==> config.mk <==
export PLATFORM = sky130hd
export DESIGN_NAME = inst_fetch_queue
export DESIGN_NICKNAME = d
export VERILOG_FILES = /design/src/rtl/inst_fetch_queue.sv
export SDC_FILE = /design/constraint.sdc
export NUM_CORES = 1
export LEC_CHECK = 0
export CAP_MARGIN = 20
export CORE_MARGIN = 5
export CORE_UTILIZATION = 34
export CTS_CLUSTER_DIAMETER = 60
export CTS_CLUSTER_SIZE = 8
export DETAILED_ROUTE_END_ITERATION = 8
export SLEW_MARGIN = 20
export SYNTH_ARGS = -nofsm -noshare
export SYNTH_HDL_FRONTEND = slang
export SYNTH_SLANG_ARGS = --single-unit
==> constraint.sdc <==
create_clock -name clk -period 6.95 [get_ports clk]
set_input_delay 1.39 -clock clk [delete_from_list [all_inputs] [get_ports clk]]
set_output_delay 1.39 -clock clk [all_outputs]
set_load 0.01 [all_outputs]
==> src/rtl/inst_fetch_queue.sv <==
// Instruction fetch front end: single-outstanding request FSM feeding a small
// {PC, instruction} FIFO that presents entries to the decoder.
module inst_fetch_queue #(
  parameter int unsigned DEPTH    = 4,
  parameter logic [31:0] RESET_PC = 32'h0000_0000
) (
  input  logic        clk,
  input  logic        rst,
  input  logic        stallIF,
  input  logic        jumpEn,
  input  logic [31:0] jumpAddr,
  output logic        memReq,
  output logic [31:0] memAddr,
  input  logic        memRdy,
  input  logic [31:0] memInst,
  output logic        DecEn,
  output logic [31:0] instPC,
  output logic [31:0] inst
);

  localparam int unsigned AW   = $clog2(DEPTH);
  localparam logic [AW:0] FULL = (AW + 1)'(DEPTH);

  localparam logic [1:0] IDLE    = 2'd0;
  localparam logic [1:0] WAIT    = 2'd1;
  localparam logic [1:0] DISCARD = 2'd2;

  logic [1:0]    state;
  logic [31:0]   pc;
  logic [31:0]   jump_pc;
  logic [AW:0]   count;
  logic [AW-1:0] head;
  logic [AW-1:0] tail;
  logic          has_space;
  logic          push;
  logic          pop;

  logic [31:0] fifo_pc   [DEPTH];
  logic [31:0] fifo_inst [DEPTH];

  always_comb begin
    jump_pc   = jumpAddr & 32'hFFFF_FFFC;
    has_space = (count < FULL);
    push      = (state == WAIT) && memRdy && !jumpEn;
    pop       = !jumpEn && !stallIF && (count != '0);
  end

  // Request FSM; space is checked at issue, so a granted response always fits.
  always_ff @(posedge clk or negedge rst) begin
    if (!rst) begin
      state   <= IDLE;
      pc      <= RESET_PC;
      memReq  <= 1'b0;
      memAddr <= '0;
    end else begin
      case (state)
        IDLE: begin
          if (jumpEn) begin
            pc     <= jump_pc;
            memReq <= 1'b0;
          end else if (has_space) begin
            memReq  <= 1'b1;
            memAddr <= pc;
            state   <= WAIT;
          end else begin
            memReq <= 1'b0;
          end
        end
        WAIT: begin
          if (jumpEn) begin
            pc <= jump_pc;
            if (memRdy) begin
              memReq <= 1'b0;
              state  <= IDLE;
            end else begin
              state <= DISCARD;
            end
          end else if (memRdy) begin
            pc     <= pc + 32'd4;
            memReq <= 1'b0;
            state  <= IDLE;
          end
        end
        DISCARD: begin
          // Stale request stays on the bus until memory answers, then is dropped.
          if (jumpEn) pc <= jump_pc;
          if (memRdy) begin
            memReq <= 1'b0;
            state  <= IDLE;
          end
        end
        default: begin
          state  <= IDLE;
          memReq <= 1'b0;
        end
      endcase
    end
  end

  always_ff @(posedge clk) begin
    if (push) begin
      fifo_pc[tail]   <= memAddr;
      fifo_inst[tail] <= memInst;
    end
  end

  // Output stage: a redirect flush takes priority over push and pop.
  always_ff @(posedge clk or negedge rst) begin
    if (!rst) begin
      count  <= '0;
      head   <= '0;
      tail   <= '0;
      DecEn  <= 1'b0;
      instPC <= '0;
      inst   <= '0;
    end else if (jumpEn) begin
      count <= '0;
      head  <= '0;
      tail  <= '0;
      DecEn <= 1'b0;
    end else begin
      DecEn <= pop;
      if (pop) begin
        instPC <= fifo_pc[head];
        inst   <= fifo_inst[head];
        head   <= head + 1'b1;
      end
      if (push) tail <= tail + 1'b1;
      case ({push, pop})
        2'b10:   count <= count + 1'b1;
        2'b01:   count <= count - 1'b1;
        default: count <= count;
      endcase
    end
  end

endmodule

==> flow_metrics.env <==
export IMPL_synthCells=976
export IMPL_tightest_slew_ns=1.08
export IMPL_worstPathCellList="clkdlybuf4s50_1, buf_4, or3_4, buf_4, a21oi_1, fa_1, o211a_1, a21oi_1, a21oi_1"
export IMPL_grt_ovfl_total=0
export IMPL_slew_violations=0
export IMPL_share_seq_of_total_power_pct=44.2
export IMPL_via_per_inst=4.95
export IMPL_layout_min_cycle_time_ns=3.63
export IMPL_grt_util_all_layers_pct=14.8
export IMPL_synthTopCellsByArea="edfxtp_1 (49%), dfrtp_1 (22%), mux4_2 (9.3%)"
export IMPL_synthFlopType="edfxtp_1"
export IMPL_p_leak_nw=6.77
export IMPL_startpoint="jumpEn"
export IMPL_numPortBuffers=160
export IMPL_synthToLayoutAreaGrowth_pct=25.6
export IMPL_crit_arrival_ns=4.07
export IMPL_fmax_mhz=276
export IMPL_reg2reg_depth=8
export IMPL_fill_cells=4000
export IMPL_core_area_um2=44000
export IMPL_max_slew_margin_pct=28.3
export IMPL_powerDensity_nw_per_um2=412
export IMPL_critPathTopFamily="buffers and inverters"
export IMPL_drive_gt1_share_pct=16.1
export IMPL_io_pins=167
export IMPL_clock_path_buffers=3
export IMPL_setup_viol=0
export IMPL_post_cts_setup_buffers=0
export IMPL_fin_cells=1791
export IMPL_wirelength_um=35800
export IMPL_report_final_hold_viol_count=0
export IMPL_intPower_w=0.00549
export IMPL_place_inst=1690
export IMPL_pwr_share_comb_pct=24.4
export IMPL_root_buffer="clkbuf_16"
export IMPL_hold_class="flip-flop to flip-flop"
export IMPL_die_area_um2=48600
export IMPL_clk_latency_ns=0.57
export IMPL_postCtsHoldBufs=0
export IMPL_path_clk_slew_ns=0.05
export IMPL_yosys_warnings=0
export IMPL_grt_pass1_wl_um=54800
export IMPL_die_y_um=220
export IMPL_drcViolationCount=0
export IMPL_layout_nets=1233
export IMPL_cts_resized=0
export IMPL_switching_share_pct=29.6
export IMPL_cts_tree="built"
export IMPL_grt_pass1_vias=9044
export IMPL_end_kind="flip-flop"
export IMPL_post_synth_top_area_fraction_pct=49.4
export IMPL_antenna_found_initial=0
export IMPL_wl_per_cell_um=20.0
export IMPL_cp_depth=9
export IMPL_p_clk_share_pct=31.4
export IMPL_skew_ns=0.0155
export IMPL_syn_area_um2=15100
export IMPL_peakVddDrop_mv=0.174
export IMPL_drv_cap=0
export IMPL_synth_edf_count=248
export IMPL_cpMaxStageDelayCell="buf_4"
export IMPL_cp_max_fo=67
export IMPL_multiInputGateArea_um2=4050
export IMPL_power_net_switching_w=0.00230
export IMPL_cp_num_buf_inv=3
export IMPL_worstSetupPathType="primary input to flip-flop"
export IMPL_yosysMostFrequentCell="edfxtp_1"
export IMPL_tns_ns=0
export IMPL_r2r_start="count[2]$_DFFE_PN0P_"
export IMPL_rsz0062_at_grt="no"
export IMPL_syn_avg_cell_area_um2=15.4
export IMPL_diodes=0
export IMPL_rows=77
export IMPL_firstDrtPassIters=5
export IMPL_vias=8859
export IMPL_r2r_slack_ns=4.25
export IMPL_netlist_top_cells_count="edfxtp_1 (248), nand2_1 (217), dfrtp_1 (133)"
export IMPL_cpPeakStageDelay_ns=0.71
export IMPL_status="complete, no violations"
export IMPL_endpoint="count[2]$_DFFE_PN0P_"
export IMPL_htree_levels=2
export IMPL_crit_top_cell="a21oi_1"
export IMPL_start_kind="primary input"
export IMPL_cts_made_buffers=54
export IMPL_regArea_um2=10800
export IMPL_hpwlAfterDp_um=20600
export IMPL_grt_max_degree=83
export IMPL_ys_ff_latch=381
export IMPL_yosysTopAreaCell="edfxtp_1"
export IMPL_worstPathRequired_ns=7.39
export IMPL_yosysSeqAreaShare_pct=71.5
export IMPL_die_x_um=220
export IMPL_detail_route_antenna_nets=0
export IMPL_r2r_end="count[2]$_DFFE_PN0P_"
export IMPL_period_share_pct=52.2
export IMPL_cts_num_sinks=381
export IMPL_start_util_pct=34.2
export IMPL_async_flop_share_pct=34.9
export IMPL_synth_cell_types=58
export IMPL_gp_congestion=0.777
export IMPL_drt_initial_drc_count=557
## worst min-delay path, delay by kind of cell, from the launching register on
family | cells | cell delay [ns]
flops | 1 | 0.33
simple gates | 2 | 0.10
## sequential cells by signal (all words and copies together), names as in the netlist
signal and cells:
fifo_inst 128, pc 30, count 3, head 2, tail 2, inst 32, memAddr 30, DecEn 1
fifo_pc 120, memReq 1, state 2, instPC 30
## routing by layer
layer	track usage, %	vias up	wire length, um
met5	0	-	0
met4	3.49	0	598
met3	3.54	50	1980
met2	23.3	217	16800
met1	20.9	4573	16500
li1	-	4019	-
## worst min path at each step
stage	cells past startpoint	endpoint	from
after floorplan	1	pc[2]$_DFFE_PN0P_	pc[2]$_DFFE_PN0P_
after global placement	2	inst[6]$_DFFE_PN0P_	inst[6]$_DFFE_PN0P_
after detailed placement	2	inst[13]$_DFFE_PN0P_	inst[13]$_DFFE_PN0P_
after CTS	2	inst[13]$_DFFE_PN0P_	inst[13]$_DFFE_PN0P_
after global routing	2	inst[24]$_DFFE_PN0P_	inst[24]$_DFFE_PN0P_
final	2	inst[13]$_DFFE_PN0P_	inst[13]$_DFFE_PN0P_
## final cells by class
| cell class | count | area share, % |
|---|---|---|
| clock buffer | 98 | 8.18 |
| clock inverter | 3 | 0.231 |
| inverter | 9 | 0.179 |
| multi-input combinational | 531 | 21.4 |
| sequential | 381 | 57.0 |
| tap | 592 | 3.91 |
| timing repair buffer | 177 | 9.14 |
## cells in the final DEF (no fill, tap or decap), types with 3 or more instances in the layout
master	instances
a21oi_1	42
nor3_1	5
dfrtp_1	131
nand2_1	217
nand4_1	10
xnor2_1	3
and4_1	3
o22ai_1	13
nor3b_2	5
and3_1	3
mux4_2	62
clkdlybuf4s50_1	159
nand3_1	19
nand2b_1	4
clkbuf_16	55
conb_1	4
ha_1	9
nor4_1	3
nor2_1	18
edfxtp_1	248
o211ai_1	3
o21ai_0	24
or3_1	4
inv_1	8
clkbuf_1	42
a2bb2oi_1	9
buf_4	17
mux2_2	31
## logic make-up (layout without fill, tap and decap cells)
kind of cell	after synthesis	in the layout	synth area share, %
flip-flops	381	381	71.5
AND/OR/NAND/NOR	306	306	9.07
AO/OA/AOI/OAI	113	113	4.68
multiplexers	94	94	11.7
buffers and inverters	67	287	1.93
adder cells (fa/ha/maj)	10	10	0.880
XOR/XNOR	4	4	0.233
other	1	4	0.0249
## metrics by stage
stage | hold slack (ns) | area (um^2) | setup WS (ns) | power, W | utilization (%)
floorplan | 0.486 | 15100 | 0.00587 | 0.00443 | -
global placement | 0.458 | 17300 | 2.70 | 0.00538 | 39.4
detailed placement | 0.462 | 17300 | 2.70 | 0.00543 | 39.4
CTS | 0.474 | 18900 | 3.32 | 0.00793 | 43.0
global route | 0.490 | 18900 | 3.13 | 0.00823 | 43.0
finish | 0.467 | 18900 | 3.32 | 0.00779 | 43.0
## power groups by stage
stage / logic, W / clock network (W) / registers [W]
6_report: 0.00190 / 0.00245 / 0.00344
5_1_grt: 0.00209 / 0.00262 / 0.00352
4_1_cts: 0.00194 / 0.00253 / 0.00346
3_5_place_dp: 0.00194 / 0 / 0.00350
3_3_place_gp: 0.00191 / 0 / 0.00347
2_1_floorplan: 0.00102 / 0 / 0.00341
Power figures use the tool's default switching activity.
